==> config.mk <==
export PLATFORM = sky130hd
export DESIGN_NAME = fetch_ctrl
export DESIGN_NICKNAME = d
export VERILOG_FILES = /design/src/rtl/fetch_ctrl.sv
export SDC_FILE = /design/constraint.sdc
export NUM_CORES = 1
export LEC_CHECK = 0
export ABC_CLOCK_PERIOD_IN_PS = 2900
export CAP_MARGIN = 10
export CORE_MARGIN = 3
export CORE_UTILIZATION = 34
export DETAILED_ROUTE_END_ITERATION = 8
export PLACE_DENSITY_LB_ADDON = 0.12
export SLEW_MARGIN = 40
export SYNTH_ARGS = -nofsm -noshare
export SYNTH_HDL_FRONTEND = slang
export SYNTH_SLANG_ARGS = --single-unit
==> constraint.sdc <==
create_clock -name clk -period 2.9 [get_ports clk]
set_input_delay 0.87 -clock clk [delete_from_list [all_inputs] [get_ports clk]]
set_output_delay 0.87 -clock clk [all_outputs]
set_load 0.05 [all_outputs]
==> src/rtl/fetch_ctrl.sv <==
// -----------------------------------------------------------------------------
// fetch_ctrl
// Instruction fetch controller. Issues one instruction-bus request at a time
// for the current PC, buffers the returned word and presents it to the decoder
// until it is consumed. Later stages may redirect the PC at any time; a redirect
// always wins over stall and over sequential PC advance. A response that arrives
// for a request made obsolete by a redirect is dropped (DISCARD state).
// Misaligned PCs (pc[1:0] != 0) never reach the bus: they are presented directly
// as a flagged, zero instruction so the pipeline can raise the trap.
//
// Ports
//   clk              in   1   sole clock, rising edge
//   reset            in   1   synchronous, active-high reset
//   ireq_valid       out  1   instruction-bus request valid
//   ireq_addr        out  64  instruction-bus request address
//   iresp_data_ok    in   1   bus response valid, completes the outstanding request
//   iresp_data       in   32  fetched instruction word
//   redirect_valid   in   1   PC redirect from later stages
//   redirect_pc      in   64  redirect target
//   stall            in   1   decoder cannot accept the presented instruction
//   instr_valid      out  1   presented instruction valid
//   instr            out  32  presented instruction word (0 when misaligned)
//   instr_pc         out  64  PC of the presented instruction
//   instr_misaligned out  1   presented PC is misaligned, no bus access was made
// -----------------------------------------------------------------------------
module fetch_ctrl #(
   parameter logic [63:0] PCINIT = 64'h0000_0000_8000_0000
) (
   input  logic        clk,
   input  logic        reset,
   output logic        ireq_valid,
   output logic [63:0] ireq_addr,
   input  logic        iresp_data_ok,
   input  logic [31:0] iresp_data,
   input  logic        redirect_valid,
   input  logic [63:0] redirect_pc,
   input  logic        stall,
   output logic        instr_valid,
   output logic [31:0] instr,
   output logic [63:0] instr_pc,
   output logic        instr_misaligned
);

   typedef enum logic [1:0] {
      FETCH   = 2'd0,
      HOLD    = 2'd1,
      DISCARD = 2'd2
   } state_t;

   // Architectural state
   state_t      state_r;
   logic [63:0] pc_r;
   logic [63:0] pend_pc_r;
   logic [31:0] buf_r;
   logic [63:0] buf_pc_r;
   logic        buf_mis_r;

   // Registered handshake outputs
   logic        ireq_valid_r;
   logic        instr_valid_r;

   // Next-state values
   state_t      state_s;
   logic [63:0] pc_s;
   logic [63:0] pend_pc_s;
   logic [31:0] buf_s;
   logic [63:0] buf_pc_s;
   logic        buf_mis_s;
   logic        pc_aligned_s;

   // Sequential successor of a PC; plain 64-bit add, wraps modulo 2^64.
   function automatic logic [63:0] next_seq_pc(input logic [63:0] cur_pc);
      return cur_pc + 64'd4;
   endfunction

   // A PC is fetchable over the bus only when word aligned.
   function automatic logic is_aligned(input logic [63:0] addr);
      return (addr[1:0] == 2'b00);
   endfunction

   // The bus request is decoded from the state being entered, so it is
   // registered and visible in the very cycle the state is entered.
   function automatic logic req_for(input state_t st, input logic [63:0] addr);
      return ((st == FETCH) && is_aligned(addr)) || (st == DISCARD);
   endfunction

   assign pc_aligned_s = is_aligned(pc_r);

   // Next-state logic: redirect first, then response/stall handling per state.
   always_comb begin
      state_s   = state_r;
      pc_s      = pc_r;
      pend_pc_s = pend_pc_r;
      buf_s     = buf_r;
      buf_pc_s  = buf_pc_r;
      buf_mis_s = buf_mis_r;

      case (state_r)
         FETCH: begin
            if (redirect_valid) begin
               if (pc_aligned_s && !iresp_data_ok) begin
                  // Request still in flight: its response must be swallowed
                  // before the new target can be requested.
                  pend_pc_s = redirect_pc;
                  state_s   = DISCARD;
               end else begin
                  // No request, or it completes now and is simply dropped.
                  pc_s    = redirect_pc;
                  state_s = FETCH;
               end
            end else if (!pc_aligned_s) begin
               buf_s     = 32'd0;
               buf_pc_s  = pc_r;
               buf_mis_s = 1'b1;
               state_s   = HOLD;
            end else if (iresp_data_ok) begin
               buf_s     = iresp_data;
               buf_pc_s  = pc_r;
               buf_mis_s = 1'b0;
               state_s   = HOLD;
            end else begin
               state_s = FETCH;
            end
         end

         DISCARD: begin
            if (iresp_data_ok) begin
               // A redirect arriving with the final response is newer than
               // anything already parked in pend_pc.
               pc_s    = redirect_valid ? redirect_pc : pend_pc_r;
               state_s = FETCH;
            end else if (redirect_valid) begin
               pend_pc_s = redirect_pc;
               state_s   = DISCARD;
            end else begin
               state_s = DISCARD;
            end
         end

         HOLD: begin
            if (redirect_valid) begin
               pc_s    = redirect_pc;
               state_s = FETCH;
            end else if (!stall) begin
               pc_s    = next_seq_pc(buf_pc_r);
               state_s = FETCH;
            end else begin
               state_s = HOLD;
            end
         end

         default: begin
            // Unreachable encoding: restart fetching at the current PC.
            pc_s    = pc_r;
            state_s = FETCH;
         end
      endcase
   end

   // State and registered-output update with synchronous reset.
   always_ff @(posedge clk) begin
      if (reset) begin
         state_r       <= FETCH;
         pc_r          <= PCINIT;
         pend_pc_r     <= 64'd0;
         buf_r         <= 32'd0;
         buf_pc_r      <= 64'd0;
         buf_mis_r     <= 1'b0;
         ireq_valid_r  <= req_for(FETCH, PCINIT);
         instr_valid_r <= 1'b0;
      end else begin
         state_r       <= state_s;
         pc_r          <= pc_s;
         pend_pc_r     <= pend_pc_s;
         buf_r         <= buf_s;
         buf_pc_r      <= buf_pc_s;
         buf_mis_r     <= buf_mis_s;
         ireq_valid_r  <= req_for(state_s, pc_s);
         instr_valid_r <= (state_s == HOLD);
      end
   end

   // pc only changes when no request is outstanding, so driving the address
   // straight from it keeps ireq_addr stable for the life of a request.
   assign ireq_valid       = ireq_valid_r;
   assign ireq_addr        = pc_r;
   assign instr_valid      = instr_valid_r;
   assign instr            = buf_r;
   assign instr_pc         = buf_pc_r;
   assign instr_misaligned = buf_mis_r;

endmodule
# Yosys cells after proc, flatten, opt, wreduce, memory -nomap -nowiden
# Index checks and enable logic that the tools add are counted.
[totals]
regBits = 229
in_bits = 101
output_inout_bits = 163
[op_classes]
add_sub_neg = 1
n_eq_ne = 11
n_mux = 25
n_bitwise = 1
reduce_logical = 13
[op_table]
columns = ["op", "count"]
rows = [
  ["$mux W64", 11],
  ["$pmux W64 S3", 1],
  ["$pmux W64 S2", 1],
  ["$add A64 B3 Y64 const B", 1],
  ["$mux W32", 2],
  ["$ne A2 B2 Y1 const B", 6],
  ["$logic_not A2 Y1", 4],
  ["$mux W1", 6],
  ["$mux W2", 3],
  ["$pmux W2 S3", 1],
  ["$reduce_and A5 Y1", 1],
  ["$eq A2 B1 Y1 const B", 2],
  ["$eq A2 B2 Y1 const B", 2],
  ["$reduce_and A4 Y1", 1],
  ["$ne A3 B3 Y1 const B", 1],
  ["$reduce_and A3 Y1", 1],
  ["$reduce_bool A3 Y1", 1],
  ["$logic_and A1 B1 Y1", 2],
  ["$reduce_bool A2 Y1", 1],
  ["$logic_not A1 Y1", 1],
  ["$logic_or A1 B1 Y1", 1],
  ["$not A1 Y1", 1],
]

# Longest topological paths before layout
# Gate-level depths: netlist (run 1).
[logic_depth]
word_depth = 8
mapped_depth = 12

# Worst setup path after synthesis (run 1)
# No wires, ideal clock.
[synth_path]
kind = "input to register"
from = "input iresp_data_ok"
to = "register pc_r[30] (netlist: ireq_addr[30])"
arrival_time_ns = 2.465
required_time_ns = 2.825
path_slack_ns = 0.360
stages = 8
path_cell_list = "clkbuf_1 > nand2_1 > nor3_1 > and3_1 > buf_2 > clkbuf_1 > a222oi_1 > o22ai_1"
[synth_via]
elab_chain_len = 4
elab_cells_between_ends = 5
classes_between = "eq/ne: 2; reduce/logical: 3"
[synth_lines]
columns = ["item", "line_no", "text"]
rows = [
  ["start: declaration", "33", "input logic iresp_data_ok,"],
  ["$logic_not A1 Y1", "101", "if (pc_aligned_s && !iresp_data_ok) begin"],
  ["$logic_and A1 B1 Y1", "101", ""],
  ["$ne A2 B2 Y1 (no line)", "-", ""],
  ["$reduce_and A5 Y1 (no line) *", "-", ""],
  ["end signal: assignment", "173", "pc_r <= pc_s;"],
  ["end: declaration", "52", "logic [63:0] pc_r;"],
]
# Every way passes the cells marked *; elsewhere a longest branch is shown, timed or not.
# A chain may end at the register's enable or synchronous reset.

# Worst setup path in the final report (run 1)
[layout_path]
from = "register pc_r[1] (netlist: ireq_addr[1])"
to = "output ireq_addr[1]"
[layout_rtl]
columns = ["item", "line_no", "text"]
rows = [
  ["end: declaration", "32", "output logic [63:0] ireq_addr,"],
]
# No word-level cell between the ends.

==> reports/results.txt, run 1 <==
Run status: complete, no violations
Number of levels the H-tree was split into: 1
Count of buffering cells on the critical path with inverters included: 1
Slowest stage cell, crit path: clkdlybuf4s50_1
Required time of the worst setup path: 2.03 ns
Post-detailed-route via-to-cell ratio: 5.366
Worst rel slew slack: 53.00%
Buffers inserted during post-CTS setup optimization: 0
Metal1 wirelength: 17420 microns
Max Root-Sink Buffers: 3
Syn-to-layout area delta: 44.71%
Net count after synthesis: 1435
Total length of routed wires: 39310 microns
Shortest clock period the worst path allows after layout: 2.788 ns
Switching part of the total: 28.77%
Number of detailed-routing iterations run before antenna repair: 6
Number of antenna violations at the first check in global routing: 0
Clock input transition at the sequential cells of the worst setup and hold paths: 0.06 ns
Final #Nets: 1719
Mapped cell area: 10320 sq um
Setup repair after global routing missed its margin: false
Worst endpoint data arrival time: 1.92 ns
Reported leakage power: 5.112 nW
Hold violation total from the final report: 0
CTS sink cnt: 229
Resized cells post-CTS: 0
Vias in the first global route: 10380
Layout cells sized above 1: 9.798%
Comb power frac: 18.7%
Height of the die: 180.2 microns
CP Cell Sequence: clkdlybuf4s50_1
Final routed wire length divided by cell count: 19.43 microns
Top Family by Delay on Critical Path: buffers and inverters
Number of buffers added on ports: 263
Power per cell area: 583.0 nW/um^2
Highest Clock Rate: 0.3586 GHz
Starting density of the core: 34.63%
Number of standard cells after synthesis: 1329
Highest metal layer with signal wires: met4
Biggest cell delay along the critical path: 0.90 ns
Worst Max-Slew Pin Slew: 0.7050 ns
Final Skew: 0.02540 ns
Max-slew violation count: 0
Net switching power figure: 2.505 mW
Gr ovfl total: 0
Number of design rule violations left after detail routing: 0
Count of flip-flops with a built-in enable after synthesis: 0
Number of placed I/O pins: 264
Worst-path fanout max: 8
Detail Route Antenna Nets: 0
Row Count: 63
Crit share post-route: 96.15%
Post-cts hold buffer count: 0
TritonCTS Buffers: 27
Sum of met3 wire segment lengths after detailed routing: 2601 microns
Dpl cell area: 13970 sq um
Clock tree from TritonCTS: built
Post-route cell area: 14930 sq um
Proportion of synthesized chip area in sequential cells: 44.43%
Proportion of power drawn by the clock network: 42.0%
Total Neg Setup Slack: 0 ns
Routability congestion estimate: 0.8718
Unique cell type count in the Yosys netlist: 62
Floorplan Core Area: 29800 sq um
CTS Root Cell: clkbuf_16
GR Util All Layers: 22.89%
Kind of critical path: register to output pin
Post-synthesis async set-or-reset flop share: 0%
Die boundary width: 180.2 microns
Final setup fails: 0
Antenna diode count: 0
Global-route wire length before repair: 61000 microns
Max-cap violations: 0
Pwr Total: 8.705 mW
Fraction of power consumed by sequential logic: 39.3%
Crit path capture type: output pin
Routed wl met2: 18380 microns
HPWL after detailed placement: 27860 microns
Type of the worst min-delay path: register to register
Critical path startpoint category: register
Hold Startpoint: instr[13]$_SDFFE_PP0P_
Maximum number of pins on one net before global-route repair: 61
Startpoint of the worst register-to-register path: instr_pc[3]$_SDFFE_PP0P_
Vias: 10860
Worst vdd rail ir drop: 0.4422 mV
Critical path launch point: ireq_addr[1]$_SDFF_PP0_
Clock Latency Late Sink: 0.55 ns
Final Core Density: 50.11%
Detailed router's first-iteration violation count: 836
Int Power: 6.201 mW
Flops & latches, synth: 229
Total of warnings raised by yosys: 0
Predominant post-synthesis flop cell: dfxtp_1
Die Outline Area: 32470 sq um
Post-Syn Area per Cell: 7.763 sq um
## final cells by class
| cell class | instances | area [sq um] |
|---|---|---|
| Fill cell | 2902 | 14870 |
| Multi-Input combinational cell | 988 | 5338 |
| Sequential cell | 229 | 4584 |
| Timing Repair Buffer | 352 | 3502 |
| Clock buffer | 41 | 818.3 |
| Tap cell | 390 | 488.0 |
| Clock inverter | 8 | 143.9 |
| Inverter | 15 | 56.30 |
## path summary, 6_finish.rpt
path	cells after the start	slack (ns)	to
worst min register to register	2	0.45	instr[13]$_SDFFE_PP0P_
worst max register to register	8	0.33	ireq_addr[48]$_SDFFE_PP0P_
worst min-delay path	2	0.45	instr[13]$_SDFFE_PP0P_
worst max-delay path	1	0.11	ireq_addr[1]
## cell usage after synthesis, types with 7 or more instances
cell      instances  area (sq um)
o21ai_0          45         225.2
or3_1             7         43.79
clkbuf_1         78         292.8
nand4_1          16         100.1
a221o_1          12         120.1
buf_1            10         37.54
nor4_1            8         50.05
nor2_1           64         240.2
nand2_1         343          1287
a222oi_1         21         210.2
inv_1            14         52.55
a22oi_1          17         127.6
nor3_1           23         115.1
xnor2_1          39         341.6
o22ai_1          15         93.84
a21oi_1         193         965.9
nand3_1          61         305.3
a221oi_1         13         113.9
and3_1           16         100.1
dfxtp_1         229          4584
xor2_1           14         122.6
## per-layer routing
metal	GRT usage, %	vias to the layer above
met5	0	-
met4	5.465	0
met3	3.371	61
met2	38.15	461
met1	31.42	5105
li1	-	5228
## metrics by stage
stage	hold WS (ns)	cells	setup slack, ns
2_1_floorplan	0.4319	1329	0.3602
3_3_place_gp	0.4381	1974	-0.1809
3_5_place_dp	0.4426	1974	-0.2546
4_1_cts	0.4507	2023	0.07564
5_1_grt	0.4661	2023	0.06592
6_report	0.4494	2023	0.1117
## cell families (layout without fill, tap and decap cells)
group | after synthesis | after routing | synth area share [%]
DFF | 229 | 229 | 44.43
muxes | 5 | 5 | 0.4972
and+or+nand+nor | 571 | 571 | 24.58
adders and majority gates | 5 | 5 | 0.6064
xor gates and xnor gates | 53 | 53 | 4.499
AOI/OAI and AO/OA | 354 | 354 | 21.09
buffers and inverters | 112 | 416 | 4.293
## power by group through the flow
stage               clock network [mW]  registers (mW)  logic (mW)
finish                            3.65            3.42        1.63
global route                      3.84            3.44        1.73
CTS                               3.72            3.42        1.64
detailed placement                   0            3.49        1.63
global placement                     0            3.49        1.62
floorplan                            0            3.80       0.540
## cell usage in the layout, fill, tap and decap left out, types with 5 or more instances in the layout
| master | netlist | final |
|---|---|---|
| nand2_1 | 343 | 342 |
| clkdlybuf4s50_1 | 0 | 262 |
| dfxtp_1 | 229 | 229 |
| a21oi_1 | 193 | 193 |
| buf_4 | 2 | 73 |
| nor2_1 | 64 | 61 |
| nand3_1 | 61 | 61 |
| o21ai_0 | 45 | 45 |
| xnor2_1 | 39 | 39 |
| clkbuf_16 | 0 | 27 |
| nor3_1 | 23 | 22 |
| a222oi_1 | 21 | 21 |
| a22oi_1 | 17 | 17 |
| nand4_1 | 16 | 16 |
| and3_1 | 16 | 16 |
| buf_12 | 0 | 16 |
| o22ai_1 | 15 | 15 |
| inv_1 | 14 | 14 |
| xor2_1 | 14 | 14 |
| a221oi_1 | 13 | 13 |
| a221o_1 | 12 | 12 |
| clkbuf_8 | 0 | 9 |
| nor4_1 | 8 | 8 |
| or3_1 | 7 | 7 |
| nor2b_1 | 6 | 6 |
| o221ai_1 | 6 | 6 |
| or2_2 | 5 | 5 |
| and2_1 | 6 | 5 |
| ha_1 | 5 | 5 |
| clkbuf_1 | 78 | 5 |
## flip-flops by register name, summed over array words and instances, names as in the netlist
name,count
ireq_addr,64
instr_valid,1
state_r,2
ireq_valid,1
pend_pc_r,64
instr,32
instr_misaligned,1
instr_pc,64
## worst register-to-register path, delay by kind of cell (launching register included)
kind	cells	cell delay (ns)
AND/OR/NAND/NOR	4	1.28
flip-flops	1	0.33
AO/OA/AOI/OAI	1	0.29
buffers and inverters	1	0.27
adder cells (fa/ha/maj)	1	0.22
XOR/XNOR	1	0.09
Power figures use the tool's default switching activity.
==> inputs of run 2 (changes only) <==
--- a/config.mk
+++ b/config.mk
@@ -5,8 +5,7 @@
 export SDC_FILE = /design/constraint.sdc
 export NUM_CORES = 1
 export LEC_CHECK = 0
-export ABC_CLOCK_PERIOD_IN_PS = 2900
-export CAP_MARGIN = 10
+export ABC_CLOCK_PERIOD_IN_PS = 3500
 export CORE_MARGIN = 3
 export CORE_UTILIZATION = 34
 export DETAILED_ROUTE_END_ITERATION = 8
==> constraint.sdc (replaced) <==
create_clock -name clk -period 3.5 [get_ports clk]
set_input_delay 1.05 -clock clk [delete_from_list [all_inputs] [get_ports clk]]
set_output_delay 1.05 -clock clk [all_outputs]
set_load 0.05 [all_outputs]
==> run 2 against run 1 <==
Sequential share of layout area increased by 1.0 points. Sequential power shrank 17%. Clock power fell by 20%. Worst hold slack worse by 0.0033 ns. Utilization fell by 1.7 points. Clock skew is 0.011 ns lower. Via count fell by 1.8%. Highest routed layer unchanged.
==> reports/results.txt, run 2 (synthesis gave the netlist of run 1 again) <==
Setup repair after global routing missed its margin: false
Row Count: 63 (unchanged)
Resized cells post-CTS: 0 (unchanged)
Number of levels the H-tree was split into: 1 (unchanged)
Sum of met3 wire segment lengths after detailed routing: 2160 microns (-17%)
Biggest cell delay along the critical path: 0.90 ns (about the same)
Kind of critical path: register to output pin
Most common cell after layout, fill and taps aside: nand2_1
Type of the worst min-delay path: register to register
Gr ovfl total: 0 (unchanged)
Routability congestion estimate: 0.8447 (-3.1%)
Crit path capture type: output pin
Layout cells sized above 1: 7.246% (-2.6 points)
Worst-case hold slack: 0.4461 ns (-0.003326 ns)
Reported leakage power: 4.834 nW (-5.4%)
Max-cap violations: 0 (unchanged)
Total Neg Setup Slack: 0 ns (unchanged)
Post-cts hold buffer count: 0 (unchanged)
Final setup margin: 0.4727 ns (+0.3610 ns)
HPWL after detailed placement: 25940 microns (-6.9%)
Final Core Density: 48.46% (-1.7 points)
Syn-to-layout area delta: 39.95%
Pwr Total: 7.034 mW (-19%)
Vias in the first global route: 9952 (-4.2%)
Final routed wire length divided by cell count: 19.55 microns (+0.59%)
Post-route cell area: 14440 sq um (-3.3%)
Clock input transition at the sequential cells of the worst setup and hold paths: 0.06 ns (about the same)
Number of buffers added on ports: 263 (unchanged)
TritonCTS Buffers: 27 (unchanged)
Number of design rule violations left after detail routing: 0 (unchanged)
Maximum number of pins on one net before global-route repair: 157 (+160%)
Highest Clock Rate: 0.3303 GHz
Max Root-Sink Buffers: 3 (unchanged)
Run status: complete, no violations
Height of the die: 180.2 microns (unchanged)
Number of placed I/O pins: 264 (unchanged)
Hold violation total from the final report: 0 (unchanged)
Worst endpoint data arrival time: 1.98 ns (+0.06 ns)
Number of detailed-routing iterations run before antenna repair: 5 (-1)
Final #Nets: 1674 (-2.6%)
Clock Latency Late Sink: 0.55 ns (about the same)
Shortest clock period the worst path allows after layout: 3.027 ns
Number of antenna violations at the first check in global routing: 0 (unchanged)
Capture instance of the worst register-to-register path: ireq_addr[46]$_SDFFE_PP0P_
Cells on Worst Hold Path: 2 (unchanged)
CP Cell Sequence: clkdlybuf4s50_1
Worst rel slew slack: 49.05% (-3.9 points)
Vias: 10660 (-1.8%)
Worst-path fanout max: 10 (+2)
Startpoint of the worst register-to-register path: instr_pc[3]$_SDFFE_PP0P_
Non-Filler Instances: 1977 (-2.3%)
Dpl ws: 0.09131 ns (+0.3459 ns)
Antenna diode count: 0 (unchanged)
Worst Max-Slew Pin Slew: 0.7642 ns (+0.05916 ns)
Final Skew: 0.01423 ns (-0.01117 ns)
Die boundary width: 180.2 microns (unchanged)
Detailed router's first-iteration violation count: 942 (+13%)
Floorplan Core Area: 29800 sq um (unchanged)
CTS sink cnt: 229 (unchanged)
Crit share post-route: 86.49%
Global-route wire length before repair: 59310 microns (-2.8%)
Starting density of the core: 34.63% (unchanged)
Power per cell area: 487.2 nW/um^2 (-16%)
GR Util All Layers: 22.51% (-0.39 points)
Register-to-Register Setup Slack: 0.80 ns (+0.47 ns)
Number of fill cells in the layout: 2928 (+0.90%)
Dpl cell area: 13520 sq um (-3.2%)
Final setup fails: 0 (unchanged)
CTS Root Cell: clkbuf_16
Slowest stage cell, crit path: clkdlybuf4s50_1
Metal1 wirelength: 17900 microns (+2.8%)
Worst vdd rail ir drop: 0.3156 mV (-29%)
Placed Instances: 1929 (-2.3%)
Top Family by Delay on Critical Path: buffers and inverters
Clock tree from TritonCTS: built
Worst-case hold path end point: instr[30]$_SDFFE_PP0P_
Buffers inserted during post-CTS setup optimization: 0 (unchanged)
Detail Route Antenna Nets: 0 (unchanged)
Die Outline Area: 32470 sq um (unchanged)
Highest metal layer with signal wires: met4
Required time of the worst setup path: 2.45 ns (+0.42 ns)
Hold Startpoint: instr[30]$_SDFFE_PP0P_
Total length of routed wires: 38640 microns (-1.7%)
R2R depth: 8 (unchanged)
Routed wl met2: 17830 microns (-3.0%)
Critical path startpoint category: register
Count of buffering cells on the critical path with inverters included: 1 (unchanged)
Leading cell types in the layout, fill and taps excluded: nand2_1, clkdlybuf4s50_1, dfxtp_1
Max-slew violation count: 0 (unchanged)
Post-detailed-route via-to-cell ratio: 5.394 (+0.52%)
[run 2: cell count changes in the layout (fill, tap and decap cells not counted)]
cell	before	now
buf_4	73	37
clkinvlp_4	0	1
bufinv_16	4	3
a21oi_1	193	192
clkbuf_8	9	7
buf_12	16	7
a21oi_2	0	1
clkinv_2	3	4
[run 2: per-layer routing]
| layer | vias to the layer above | track usage [%] |
|---|---|---|
| met5 | - | 0 |
| met4 | 0 | 4.943 |
| met3 | 52 | 2.987 |
| met2 | 356 | 36.90 |
| met1 | 5114 | 31.77 |
| li1 | 5141 | - |
[run 2: worst max-delay path by stage]
stage	from	end	slack [ns]	cells past startpoint
floorplan	iresp_data_ok	ireq_addr[30]$_SDFFE_PP0P_	0.78	8
detailed placement	redirect_valid	ireq_addr[30]$_SDFFE_PP0P_	0.09	7
CTS	ireq_addr[0]$_SDFF_PP0_	ireq_addr[0]	0.44	1
finish	ireq_addr[0]$_SDFF_PP0_	ireq_addr[0]	0.47	1
global route	ireq_addr[0]$_SDFF_PP0_	ireq_addr[0]	0.40	1
global placement	redirect_valid	ireq_addr[30]$_SDFFE_PP0P_	0.14	7
[run 2: final cells by class]
type	instances	area [sq um]	area share [%]
multi-input combinational	988	5341	36.99
sequential	229	4584	31.75
timing repair buffer	307	3052	21.14
clock buffer	39	790.8	5.477
tap	390	488.0	3.380
clock inverter	9	126.4	0.8752
inverter	15	56.30	0.3899
[run 2: power breakdown]
group / switching, mW / total (mW) / internal, mW
clock network: 1.14 / 2.92 / 1.78
logic: 0.830 / 1.28 / 0.451
registers: 0.103 / 2.84 / 2.73
==> patch: new RTL, flow settings as in run 1 <==
`buf_r` no longer has a reset.
--- a/src/rtl/fetch_ctrl.sv
+++ b/src/rtl/fetch_ctrl.sv
@@ -165,3 +165,2 @@
          pend_pc_r     <= 64'd0;
-         buf_r         <= 32'd0;
          buf_pc_r      <= 64'd0;
@@ -174,3 +173,2 @@
          pend_pc_r     <= pend_pc_s;
-         buf_r         <= buf_s;
          buf_pc_r      <= buf_pc_s;
@@ -180,2 +178,6 @@
       end
+   end
+
+   always_ff @(posedge clk) begin
+      buf_r <= buf_s;
    end
Check against the original RTL: not equivalent (a bounded check fails within 4 cycles, from zero or initial values and one cycle with reset high).
==> patch against run 1 <==
- design area down 0.81%
- sequential power rose by 2%
- wire length decreased by 5.2%
- sequential share of layout area up 2.4 points
- non-clock buffer count fell by 24
- clock skew shrank 13 ps
- total power down 5.2%
- highest routed layer is now met5
- global-route usage shrank 1.2 points
- count of clock-buffer cells in the layout down 3
- sequential cell count unchanged
- hold slack improved by 2.3 ps
- combinational power decreased by 13%
- area after synthesis rose by 1.4%
- setup slack got worse by 17 ps
==> patch: results (changes against run 1) <==
Power and ir drop
  • Int Power: 5.93 mW (-4.3%)
  • Peak supply drop: 0.358 mV (-19%)
  • Leakage: 4.92 nW (-3.8%)

Placed design
  • Dpl ws: -44.4 ps (+210 ps)
  • DP HPWL: 26500 um (-5.0%)
  • PortBufs: 263 (unchanged)
  • Dpl cell area: 0.0139 mm2 (-0.30%)
  • Final GP Congestion: 0.836 (-4.1%)

Critical path
  • Slowest CP cell: clkdlybuf4s50_1
  • Crit path max-delay family: buffers and inverters
  • Data arrival, critical path: 1940 ps (+20 ps)
  • Slowest stage delay, CP: 880 ps (-20 ps)
  • Max Fanout on Critical Path: 8 (unchanged)

Route
  • First DRT Iteration DRCs: 766 (-8.4%)
  • Routed WL per cell: 19.1 um (-1.5%)
  • TritonRoute pass-1 iters: 5 (-1)
  • Vias per cell: 5.25 (-2.2%)

Yosys
  • Synth cell types: 61 (-1.6%)
  • Register area share after synthesis: 0.469 (+0.0244)
  • Commonest cells in the netlist: 324 x nand2_1, 197 x dfxtp_1, 159 x a21oi_1, 74 x clkbuf_1, 54 x nor2_1
  • Syn_nets: 1371 (-4.5%)
  • Asr flop ratio synth: 0 (unchanged)
  • Post-synth EDFFs: 32 (+32)
  • Synth Area per Inst: 8.27 um2 (+6.5%)
  • Synth top area cells: dfxtp_1 38%, nand2_1 12%, edfxtp_1 9.2%
  • Syn. warnings: 0 (unchanged)

Global route
  • Vias in the first global route: 9805 (-5.6%)
  • Largest net degree at the start of global routing: 65 (+6.6%)
  • GR Util All Layers: 0.217 (-0.0123)
  • Routing usage on met1: 0.301 (-0.0136)
  • GRT met2 Usage: 0.350 (-0.0312)
  • Met3 Use GR: 0.0395 (+0.00575)
  • First-pass GRT wire length: 57600 um (-5.5%)
  • Initial antenna violation count: 3 (+3)

Clock tree
  • Root Driver: clkbuf_16
  • H-tree lvl count: 1 (unchanged)
  • CTS clock-pin slew for the worst setup and hold paths: 60 ps (about the same)
  • CTS Buffer Depth: 3 (unchanged)
  • Resize count post-CTS: 0 (unchanged)
  • Num CTS Buffers: 27 (unchanged)
  • Post-CTS setup buffers: 0 (unchanged)
  • Clk_lat worst skew: 530 ps (-20 ps)

Timing
  • Worst slew margin relative to its limit: 0.598 (+0.0681)
  • Clock skew: 12.2 ps (-13.2 ps)
  • Final min period: 2810 ps (+16.8 ps)

Final layout
  • Non-Filler Instances: 1946 (-3.8%)
  • Share of layout cells above drive strength 1: 0.0830 (-0.0150)
  • Final #Nets: 1641 (-4.5%)

Status
  • Outcome: finished clean

Min path
  • Min-delay worst type: reg -> reg
-- patch: layout make-up --
| cell class | count | area [um2] |
|---|---|---|
| multi-input cells | 939 | 5220 |
| well taps | 390 | 488 |
| clock buffers | 38 | 767 |
| inverters | 10 | 38.8 |
| fillers | 2893 | 15100 |
| flip-flops and latches | 229 | 4900 |
| clock inverters | 11 | 114 |
| diodes | 1 | 2.50 |
| repair buffers | 328 | 3280 |
-- patch: final timing paths --
path,start,endpoint,slack (ps),depth (start not counted)
worst max-delay path,instr_pc[12],instr_pc[12],90,1
worst min-delay path,pend_pc_r[60],pend_pc_r[60],450,2
worst max register to register,instr_pc[25],ireq_addr[61],480,6
worst min register to register,pend_pc_r[60],pend_pc_r[60],450,2
-- patch: metal layers --
layer,share of wire,wire length [um]
met1,0.46,17000
met2,0.45,16800
met3,0.069,2560
met4,0.023,871
met5,0.00067,25
-- patch: logic make-up (layout without fill, tap and decap cells) --
kind of cell               after synthesis  in the layout  share of synthesized area
and+or+nand+nor                        546            546                      0.244
muxes                                    7              7                    0.00682
adders and majority gates                5              5                    0.00598
other                                    0              1                          0
AOI/OAI and AO/OA                      326            326                      0.193
DFF                                    229            229                      0.469
buffers and inverters                   97            387                     0.0355
xor gates and xnor gates                55             55                     0.0460
-- patch: power by group through the flow --
stage / clock network (mW) / logic (mW) / registers [mW]
final: 3.34 / 1.42 / 3.49
after global routing: 3.56 / 1.52 / 3.51
after CTS: 3.43 / 1.43 / 3.49
after detailed placement: 0 / 1.43 / 3.56
after global placement: 0 / 1.42 / 3.56
after floorplan: 0 / 0.478 / 3.85
